`config.mk`:
```
export PLATFORM = sky130hd
export DESIGN_NAME = dmux_stream_n_way
export DESIGN_NICKNAME = d
export VERILOG_FILES = /design/src/rtl/dmux_stream_n_way_pkg.sv /design/src/rtl/dmux_onehot_decode.sv /design/src/rtl/dmux_stream_n_way.sv
export SDC_FILE = /design/constraint.sdc
export NUM_CORES = 1
export LEC_CHECK = 0
export CAP_MARGIN = 20
export CORE_MARGIN = 3
export CORE_UTILIZATION = 43
export CTS_BUF_LIST = sky130_fd_sc_hd__clkbuf_8 sky130_fd_sc_hd__clkbuf_16
export CTS_CLUSTER_DIAMETER = 150
export CTS_CLUSTER_SIZE = 12
export DETAILED_ROUTE_END_ITERATION = 8
export GPL_TIMING_DRIVEN = 0
export PLACE_DENSITY_LB_ADDON = 0.25
export SLEW_MARGIN = 20
export SYNTH_ARGS = -nofsm -noshare
export SYNTH_HDL_FRONTEND = slang
export SYNTH_HIERARCHICAL = 1
export SYNTH_SLANG_ARGS = --single-unit
```
`constraint.sdc`:
```
create_clock -name clk -period 4.85 [get_ports clk]
set_input_delay 1.2125 -clock clk [delete_from_list [all_inputs] [get_ports clk]]
set_output_delay 1.2125 -clock clk [all_outputs]
set_load 0.02 [all_outputs]
```
`src/rtl/dmux_stream_n_way_pkg.sv`:
```
// -----------------------------------------------------------------------------
// dmux_stream_n_way_pkg
//   Shared definitions for the 1-to-N stream demultiplexer:
//     - legal range for the channel count N
//     - sel_width(): select width required for a given N, max(1, clog2(N))
//     - state_e: IDLE (nothing owed) / BUSY (held word still owed somewhere)
// -----------------------------------------------------------------------------
package dmux_stream_n_way_pkg;

    localparam int N_MIN = 2;
    localparam int N_MAX = 32;

    // Select width needed to address n channels; never narrower than one bit.
    function automatic int sel_width(input int n);
        return (n <= 2) ? 1 : $clog2(n);
    endfunction

    typedef enum logic {
        ST_IDLE = 1'b0,
        ST_BUSY = 1'b1
    } state_e;

endpackage

```
`src/rtl/dmux_onehot_decode.sv`:
```
// -----------------------------------------------------------------------------
// dmux_onehot_decode
//   Combinational destination decoder for the stream demultiplexer.
//   Ports:
//     sel      in   SEL_W  destination channel index
//     bcast    in   1      1 = all channels, sel ignored
//     mask     out  N      one-hot of sel, all ones for bcast, zero if invalid
//     invalid  out  1      sel addresses a channel that does not exist (sel >= N)
// -----------------------------------------------------------------------------
module dmux_onehot_decode #(
    parameter int N     = 4,
    parameter int SEL_W = 2
) (
    input  logic [SEL_W-1:0] sel,
    input  logic             bcast,
    output logic [N-1:0]     mask,
    output logic             invalid
);

    logic [N-1:0] onehot;

    // NOTE: every always_comb output gets a default first, so no path leaves it
    // unassigned and no latch is inferred.
    always_comb begin
        onehot = '0;
        for (int i = 0; i < N; i++) begin
            onehot[i] = (sel == SEL_W'(i));
        end
    end

    // An out-of-range sel matches no channel, which is exactly the drop case.
    assign mask    = bcast ? '1 : onehot;
    assign invalid = !bcast && (onehot == '0);

endmodule

```
`src/rtl/dmux_stream_n_way.sv`:
```
// -----------------------------------------------------------------------------
// dmux_stream_n_way
//   Registered 1-to-N stream demultiplexer with valid/ready on every port.
//   One held word is shared by all channels; pend marks which channels are
//   still owed it. Unicast runs at full rate, broadcast waits for every channel.
//   Ports:
//     clk        in   1      rising-edge clock
//     rst        in   1      asynchronous, active-high reset
//     in_data    in   WIDTH  input word
//     in_sel     in   SEL_W  destination channel index
//     in_bcast   in   1      send to all channels, in_sel ignored
//     in_valid   in   1      producer offers a word
//     in_ready   out  1      word is accepted this cycle
//     out_data   out  WIDTH  held word, common to all channels
//     out_valid  out  N      channel i holds a pending word
//     out_ready  in   N      consumer i takes the word this cycle
//     err_cnt    out  ERR_W  saturating count of words dropped for in_sel >= N
// -----------------------------------------------------------------------------
module dmux_stream_n_way
    import dmux_stream_n_way_pkg::*;
#(
    parameter int WIDTH = 8,
    parameter int N     = 4,
    parameter int SEL_W = 2,
    parameter int ERR_W = 8
) (
    input  logic             clk,
    input  logic             rst,
    input  logic [WIDTH-1:0] in_data,
    input  logic [SEL_W-1:0] in_sel,
    input  logic             in_bcast,
    input  logic             in_valid,
    output logic             in_ready,
    output logic [WIDTH-1:0] out_data,
    output logic [N-1:0]     out_valid,
    input  logic [N-1:0]     out_ready,
    output logic [ERR_W-1:0] err_cnt
);

    if (WIDTH < 1 || N < N_MIN || N > N_MAX || SEL_W != sel_width(N)) begin : g_param_check
        $error("dmux_stream_n_way: illegal WIDTH/N/SEL_W combination");
    end

    logic [WIDTH-1:0] hold_data;
    logic [N-1:0]     pend;
    logic [N-1:0]     dec_mask;
    logic             dec_invalid;
    logic             accept;
    state_e           state;

    dmux_onehot_decode #(
        .N     (N),
        .SEL_W (SEL_W)
    ) u_decode (
        .sel     (in_sel),
        .bcast   (in_bcast),
        .mask    (dec_mask),
        .invalid (dec_invalid)
    );

    assign state = (pend == '0) ? ST_IDLE : ST_BUSY;

    // Ready when nothing is owed, or every owed channel drains this cycle.
    // Depends only on pend and out_ready, never on in_valid.
    assign in_ready = (state == ST_IDLE) || ((pend & ~out_ready) == '0);
    assign accept   = in_valid && in_ready;

    assign out_valid = pend;
    assign out_data  = hold_data;

    // NOTE: registered state is written only with non-blocking assignments so
    // every flop samples the values from before the edge.
    always_ff @(posedge clk or posedge rst) begin
        if (rst) begin
            hold_data <= '0;
            pend      <= '0;
            err_cnt   <= '0;
        end else if (accept) begin
            // Accept implies all old pend bits drain now, so the new set
            // simply replaces the old one.
            if (dec_invalid) begin
                pend <= '0;
                if (err_cnt != '1) begin
                    err_cnt <= err_cnt + ERR_W'(1);
                end
            end else begin
                hold_data <= in_data;
                pend      <= dec_mask;
            end
        end else begin
            // Ready on a channel not in pend has no effect.
            pend <= pend & ~out_ready;
        end
    end

endmodule

```
After elaboration in Yosys (flattened, before gate mapping)
Cells that the tools add are included.

word-level totals
  bits in registers = 20
  bits of input ports = 18
  output and inout bits = 21

operators by class
  $add $sub $neg = 1
  equality and inequality tests = 4
  muxes and demuxes = 3
  bitwise gates (word level) = 3
  reduce and logical (&&, ||, !) cells = 10

operators with widths
  cell                                                  count
  logical NOT 4 bit                                     3
  two-way mux 4 bit                                     3
  adder 8 x 1 -> 8 bit (second input constant)          1
  != test 8 bit (second input constant)                 1
  bitwise AND 4 bit                                     1
  equality test 2 bit (second input constant)           2
  NOT 4 bit                                             1
  AND reduction 3 bit                                   1
  equality test 2 x 1 -> 1 bit (second input constant)  1
  logical AND 1 bit                                     2
  logical NOT 2 bit                                     1
  AND reduction 2 bit                                   1
  logical NOT 1 bit                                     1
  logical OR 1 bit                                      1
  NOT 1 bit                                             1

Depth between registers and ports, before layout
Gate-level depths: netlist of the first run.

  depth after elaboration = 6
  depth in mapped cells = 6
  depth with buffers taken out = 5

By module
Netlist of the first run, hierarchy kept.

by module, submodules not included
  module              instances  cells each  area an instance (sq um)
  dmux_stream_n_way   1          71          964.7
  dmux_onehot_decode  1          7           46.3

Worst setup path before layout of the first run
OpenSTA, ideal clock, no wires.

  path type = input to output
  from = in out_ready[3]
  to = out in_ready
  arrival = 2.071 ns
  data required time = 3.638 ns
  setup slack = 1.567 ns
  stages = 4
  buffers on the path = 1
  path through = nor2b_4 > or4_4 > buf_6 > inv_1

between the ends
  word-level cells in the longest chain between the ends = 4

RTL lines
  item               line                     RTL
  start, declared    dmux_stream_n_way.sv:36  input logic [N-1:0] out_ready,
  NOT 4 bit          dmux_stream_n_way.sv:65  assign in_ready = (state == ST_IDLE) || ((pend & ~out_ready) == '0);
  bitwise AND 4 bit  dmux_stream_n_way.sv:65
  logical NOT 4 bit  dmux_stream_n_way.sv:65
  logical OR 1 bit   dmux_stream_n_way.sv:65
  end, declared      dmux_stream_n_way.sv:33  output logic in_ready,

Every way passes these cells.

Worst setup path in the final report of the first run
Ends and elaborated chain as after synthesis.

==> impl_results.md, run 1 <==
* R2R Path Start: out_valid[3]
* Crit end category: primary output
* Worst skew pair latency at around 250 ps
* Post-route cell area at 1470 um2
* H-tree depth at 1
* Num CTS Buffers at 3
* Number of buffers inserted by port buffering at 38
* CP peak stage delay at 610 ps
* Hold_buf cts at 0
* Drt total wl at 2040 um
* CP Data Required Time at approximately 3600 ps
* Routed length per instance at 14.0 um
* Total power at 0.647 mW
* Post-synth top area share at about half
* Drt pass-1 iters at 4
* Nets@finish at 140
* Lkg Pwr at 0.640 nW
* Synth cell types at 29
* Rows at 16
* CTS root buf: clkbuf_8
* Resize count post-CTS at 0
* Overall Global Routing Usage at 16.1%
* Hold_sp: out_data[5]
* Slew @ Worst Pin at 742 ps
* Net Sw Power at 0.221 mW
* Area Growth Syn to Fin at 45.0%
* Largest net degree at the start of global routing at 21
* Crit-path max FO at 7
* Top-count cell post-synth: dfrtp_1
* Layout Utilization at between 70% and 80%
* Mapped Nets at 97
* Fraction of the cycle the final worst path needs at ~90%
* Top cells by area, synth: dfrtp_1 50%, mux2_4 8.9%, mux2_2 5.6%
* Slew Viols, Final at 0
* Main flop type after synthesis: dfrtp_1
* RSZ-0062 raised after global routing: no
* Mapped cell area at a little over 1000 um2
* Ant diodes at 0
* Worst vdd ir at 0.330 mV
* Crit path DAT at 3160 ps
* Final hold violations at 0
* Clock Sinks at 20
* Setup TNS at 0 ps
* XOR/XNOR share of the synthesized area at 2.60%
* I/O pins at 39
* Sw Share at roughly 34%
* Placer Congestion at 0.798
* CTS tree: done
* Initial antenna violation count at 0
* Postcts setup bufs at 0
* Hold_ws at 509 ps
* FF-to-FF path depth at 6
* Clock Path Buffers at 2
* Slowest cell on the critical path: clkdlybuf4s50_1
* Post-synth EDFFs at 0
* Clock transition at path regs at 70 ps
* Status: finished, final reports clean
* Critical path's most frequent cell: clkdlybuf4s50_1
* Worst slew margin at between 50% and 60%
* Crit path kind: in2out
* Dpl hpwl at ~1600 um
* Simple-Gate Fraction of Synth Area at 18.8%
* Max frequency at 0.229 GHz
* Max-cap violations at 0
* Mapped Cells at 78
* Multiplexer share of the synthesized area at 14.5%
* Starting Density at about half
* CP startpoint kind: input pin
* DRT antenna net count at 0
* Vias in the first global route at approximately 760
* Area after DPL at ~1400 um2
* Pwr/cell area at about 440 nW/um2
* DRC viols at 0
* Proportion of layout cells with a drive suffix above 1 at 23.5%
* Vias at roughly 750
* Fill cells at approximately 160
* Post-synthesis sequential area ratio at 49.5%
* Avg Inst Size Synth at 13.0 um2
* First-pass GRT wire length at 3350 um
* Clock Power Share at between 15 and 20%
* Synth Area in Compound Gates at around 8.9%
* Synth area leader: dfrtp_1
* Comb power frac at 44.1%
* WP buf/inv at 4
* Main combinational cell family by area after synthesis: simple AND/OR/NAND/NOR gates
* Core ar. at 2080 um2
* Die area at 2970 um2
* Worst Hold Class: reg2reg
* Post-synth ARST share at between 90% and 100%
* Routed vias/inst at 5.16
* Iter 0 DRT Violations at 10
* Die height at around 54 um
* Final setup violation count at 0
* Internal Pwr Total at 0.427 mW
* Worst Skew at 3.68 ps
* CP Cell Sequence: clkdlybuf4s50_1 -> nor2b_4 -> or4_4 -> buf_6 -> inv_1 -> clkdlybuf4s50_1
* Grt ovf at 0
* Seq pwr share at 39.9%
* Flops & latches, synth at 20
* Levels on crit path at 6
* Die X at 54.5 um
* CP startpoint: out_ready[3]
* Tmin final at ~4400 ps
* Synth Area in Adders at 1.24%
* Crit path max-delay family: buffers and inverters
* Yosys synthesis warning count at 6
* Hold Path Stages at 1
* Commonest cells in the netlist: 20 x dfrtp_1, 6 x mux2_4, 5 x a21o_2, 5 x mux2_2, 5 x nand2_1
worst paths after layout:
path | to | slack, ps
setup / recovery | in_ready | 480
hold / removal | out_data[5] | 510
setup reg to reg | out_data[6] | 2800
hold reg to reg | out_data[5] | 510
max in group asynchronous | out_valid[0] | 3000
min in group asynchronous | out_data[2] | 1390
placed cells by master (no fill, tap or decap), types with 5 or more instances in the layout:
cell / n
mux2_4: 6
mux2_2: 5
clkdlybuf4s50_1: 38
nand2_1: 5
dfrtp_1: 20
a21o_2: 5
cell families after synthesis:
kind of cell / count (synthesis)
other: 1
flip-flops: 20
adder cells (fa/ha/maj): 1
multiplexers: 11
AO/OA/AOI/OAI: 11
XOR/XNOR: 3
AND/OR/NAND/NOR: 25
buffers and inverters: 6
state kept, by name, indices dropped and copies added (netlist names):
name	cells
err_cnt	8
out_valid	4
out_data	8
power groups by stage:
stage	Combinational, mW	Sequential, mW	Clock [mW]
global placement	0.282	0.258	0
finish	0.285	0.258	0.104
detailed placement	0.287	0.260	0
floorplan	0.0977	0.315	0
CTS	0.289	0.259	0.106
global route	0.309	0.268	0.115
layer usage:
metal	track usage (%)	up-vias	routed length (um)
li1	-	360	-
met1	19.1	363	864
met2	27.5	27	1020
met3	2.72	4	117
met4	8.71	0	38
met5	0	-	0
through the flow:
step / worst slack [ps] / instances
floorplan: 1570 / 78
global route: 434 / 146
finish: 482 / 146
detailed placement: 480 / 143
global placement: 491 / 143
CTS: 479 / 146
area by class of cell:
type                            count  area (um2)  area share [%]
Clock buffer                        3        41.3            2.82
Sequential cell                    20         500            34.1
Tap cell                           27        33.8            2.30
Buffer                              3        30.0            2.05
Inverter                            3        11.3           0.768
Multi-Input combinational cell     52         469            32.0
Timing Repair Buffer               38         380            25.9
Note: power is estimated with default switching activity, not from simulation.
==> inputs of run 2 (changes only) <==
- CORE_MARGIN: 3 -> 5
==> impl_results.md, run 2 (synthesized netlist as in run 1, its figures left out) <==
* Most frequent cells in the layout: 38 x clkdlybuf4s50_1, 20 x dfrtp_1, 6 x mux2_4
* Starting Density at a little under half
* Met2 GRT Util at 22.0%
* Lkg Pwr at roughly 0.65 nW
* Slew @ Worst Pin at 738 ps
* Crit path kind: in2out
* Hold_sp: out_data[4]
* DRC viols at 0
* Worst vdd ir at 0.366 mV
* Num CTS Buffers at 3
* Routed vias/inst at 5.05
* Die height at 58.5 um
* Slew Viols, Final at 0
* Area Growth Syn to Fin at 48.1%
* Tmin final at about 4400 ps
* Clock Path Buffers at 2
* R2R Path Start: out_valid[3]
* Core ar. at between 2000 and 2500 um2
* Non-Filler Instances at around 150
* Rows at 17
* Worst skew pair latency at between 200 and 300 ps
* Hold_buf cts at 0
* Final hold violations at 0
* Die X at 58.5 um
* H-tree depth at 1
* Crit-path max FO at 7
* CTS root buf: clkbuf_8
* Most common cell after layout, fill and taps aside: clkdlybuf4s50_1
* Max-cap violations at 0
* CTS tree: done
* Ant diodes at 0
* Grt ovf at 0
* Clock transition at path regs at about 70 ps
* DRT antenna net count at 0
* Vias in the first global route at 759
* CP startpoint kind: input pin
* Nets@finish at 140
* Placer Congestion at 0.702
* Number of buffers inserted by port buffering at 38
* Final setup violation count at 0
* Initial antenna violation count at 0
* Clock Sinks at 20
* CP Data Required Time at 3640 ps
* Proportion of layout cells with a drive suffix above 1 at 24.2%
* Worst Skew at 8.25 ps
* Worst slew margin at 50.7%
* I/O pins at 39
* Fraction of the cycle the final worst path needs at between 80% and 90%
* Total power at 0.711 mW
* Pwr/cell area at 475 nW/um2
* Overall Global Routing Usage at between 10% and 20%
* GR peak layer: met2
* Crit end category: primary output
* CP startpoint: out_ready[3]
* Met1 Track Usage GR at about 17%
* Status: finished, final reports clean
* Routed length per instance at 13.9 um
* Largest net degree at the start of global routing at 21
* M3 GR Usage at 3.51%
* Layout Utilization at 67.1%
* Iter 0 DRT Violations at 10
* Postcts setup bufs at 0
* First-pass GRT wire length at 3490 um
* RSZ-0062 raised after global routing: no
* Dpl hpwl at 1580 um
* Crit path DAT at 3150 ps
* Vias at 747
* Setup TNS at 0 ps
* Fill cells at 179
* Max frequency at 0.229 GHz
* Die area at 3420 um2
* Cell Count Post-Placement at 144
* Resize count post-CTS at 0
* Pre-CTS setup slack at 494 ps
* Drt pass-1 iters at 4
* Worst Slack Setup Final at 486 ps
* Worst Hold Class: reg2reg
* Drt total wl at 2060 um
## run 2: cell types whose count changed in the layout (fill, tap and decap cells not counted)
cell       change
bufinv_16      +1
## run 2: worst paths after layout
path,endpoint,slack (ps),cells after the start
worst max-delay path,in_ready,490,6
worst min-delay path,out_data[4],510,1
worst max register to register,out_data[6],2800,6
worst min register to register,out_data[4],510,1
max in group asynchronous,err_cnt[7],3000,2
min in group asynchronous,out_data[6],1370,2
## run 2: area by class of cell
type | count | area (um2) | area share, %
repair buffers | 38 | 380 | 25.4
multi-input cells | 52 | 469 | 31.3
plain buffers | 3 | 30.0 | 2.01
clock inverters | 1 | 30.0 | 2.01
inverters | 3 | 11.3 | 0.752
flip-flops and latches | 20 | 500 | 33.4
clock buffers | 3 | 41.3 | 2.76
well taps | 28 | 35.0 | 2.34
## run 2: where the power goes
part / internal (mW) / switching [mW]
Sequential: 0.214 / 0.0453
Combinational: 0.159 / 0.128
Clock: 0.110 / 0.0554
## run 2: per-stage QoR
step | hold slack (ps) | area, um2
final | 507 | 1500
after global routing | 535 | 1500
after CTS | 511 | 1500
after detailed placement | 495 | 1430
after global placement | 491 | 1430
after floorplan | 636 | 1010
## run 2: layer usage
layer  up-vias  part of all wire [%]
met2        25                    50
met3         2                   6.9
met4         0                  0.49
met5         -                     0
li1        364                     -
met1       356                    43
## run 2: worst max-delay path, cell delays in order
cell and delay, ps:
clkdlybuf4s50_1 510, nor2b_4 50, or4_4 530, buf_6 160
inv_1 90, clkdlybuf4s50_1 610
==> inputs of run 3 (changes only) <==
- CORE_UTILIZATION: 43 -> 46
- SLEW_MARGIN: 20 -> 40
==> impl_results.md, run 3 (synthesized netlist as in run 1, its figures left out) <==
* Crit path max-delay family: buffers and inverters
* Crit end category: primary output
* Levels on crit path at 6
* CP Cell Sequence: clkdlybuf4s50_1 -> nor2b_4 -> or4_4 -> buf_6 -> inv_1 -> clkdlybuf4s50_1
* R2R Path Start: out_valid[2]
* Dpl hpwl at 1670 um
* Initial antenna violation count at 0
* Postcts setup bufs at 0
* CP Capture Point: in_ready
* First-pass GRT wire length at 3530 um
* Comb power frac at 42.2%
* Max-cap violations at 0
* Hold_buf cts at 0
* Placer Congestion at 0.737
* DRC viols at 0
* Iter 0 DRT Violations at 9
* Worst Skew at 5.85 ps
* Starting Density at 47.1%
* Status: finished, final reports clean
* Worst R2R Setup Slack at 2780 ps
* Resize count post-CTS at 0
* CTS root buf: clkbuf_8
* Overall Global Routing Usage at 14.1%
* H-tree depth at 1
* Nets@finish at 140
* Area Growth Syn to Fin at 46.5%
* Vias at 768
* Number of buffers inserted by port buffering at 38
* Area after DPL at 1430 um2
* Fraction of the cycle the final worst path needs at 90.1%
* Routed vias/inst at 5.19
* Setup TNS at 0 ps
* Seq pwr share at 38.8%
* Die area at between 3000 and 4000 um2
* Proportion of layout cells with a drive suffix above 1 at 25.0%
* CTS tree: done
* Ant diodes at 0
* RSZ-0062 raised after global routing: no
* Final setup violation count at 0
* Die height at ~57 um
* Clock Path Buffers at 2
* Pwr/cell area at 455 nW/um2
* Slew Viols, Final at 0
* Drt pass-1 iters at 5
* Total power at 0.674 mW
* CP Data Required Time at 3640 ps
* Vias in the first global route at between 700 and 800
* Core ar. at about 2100 um2
* Rows at 17
* Final hold violations at 0
* DRT antenna net count at 0
* Largest net degree at the start of global routing at 21
* Most frequent cells in the layout: 38 x clkdlybuf4s50_1, 20 x dfrtp_1, 6 x mux2_4
* Worst R2R End: out_data[3]
* CP startpoint kind: input pin
* I/O pins at 39
* Clock Power Share at 19.0%
* Max frequency at 0.229 GHz
* Crit path kind: in2out
* Most common cell after layout, fill and taps aside: clkdlybuf4s50_1
* Pre-CTS setup slack at roughly 500 ps
* Tmin final at between 4000 and 5000 ps
* Clock transition at path regs at around 70 ps
* Clock Sinks at 20
* Internal Pwr Total at 0.444 mW
* CP startpoint: out_ready[3]
* FF-to-FF path depth at 6
* Crit-path max FO at 7
* Worst Slack Setup Final at 482 ps
* Lkg Pwr at around 0.65 nW
* Worst vdd ir at 0.297 mV
* Num CTS Buffers at 3
* Critical path's most frequent cell: clkdlybuf4s50_1
* Routed length per instance at 14.9 um
* Die X at ~57 um
* Net Sw Power at 0.230 mW
* Crit path DAT at 3160 ps
* Grt ovf at 0
* Drt total wl at approximately 2200 um
* Worst Hold Class: reg2reg
* Slowest cell on the critical path: clkdlybuf4s50_1
* Post-route cell area at 1480 um2
* WP buf/inv at 4
* Worst skew pair latency at 260 ps
* Sw Share at 34.1%
* CP peak stage delay at a little over 600 ps
[run 3: final cells by class]
class	instances	area, um2
Sequential cell	20	500
Fill cell	172	667
Buffer	3	30.0
Multi-Input combinational cell	52	469
Inverter	3	11.3
Clock buffer	4	55.1
Tap cell	28	35.0
Timing Repair Buffer	38	380
[run 3: per-stage QoR]
step,hold WS (ps),cells,utilization [%]
after CTS,516,148,69.0
after global routing,530,148,69.0
after global placement,492,144,66.4
final,510,148,69.0
after floorplan,636,78,-
after detailed placement,494,144,66.4
[run 3: how the worst min path moves through the flow]
stage	start	endpoint	slack (ps)	depth (start not counted)
2_1_floorplan	out_data[4]	out_data[4]	640	1
3_3_place_gp	out_data[4]	out_data[4]	490	1
3_5_place_dp	out_data[7]	out_data[7]	490	1
4_1_cts	out_data[4]	out_data[4]	520	1
5_1_grt	out_data[4]	out_data[4]	530	1
6_report	out_data[4]	out_data[4]	510	1
[run 3: worst reg2reg max path, stage by stage, from the launching register on]
cell and delay (ps):
dfrtp_1 400, nor2b_4 140, or4_4 510, buf_6 160, nor3b_4 250, buf_6 200
mux2_4 310
[run 3: routing by layer]
metal / vias to the layer above / wire (um) / track usage, %
li1: 361 / - / -
met1: 375 / 903 / 16.5
met2: 27 / 1150 / 24.5
met3: 5 / 113 / 2.53
met4: 0 / 40 / 6.95
met5: - / 0 / 0
[run 3: power by group through the flow]
stage	Combinational [mW]	Clock (mW)	Sequential [mW]
2_1_floorplan	0.0977	0	0.315
3_3_place_gp	0.282	0	0.259
3_5_place_dp	0.286	0	0.263
4_1_cts	0.287	0.133	0.262
5_1_grt	0.302	0.139	0.270
6_report	0.285	0.128	0.261
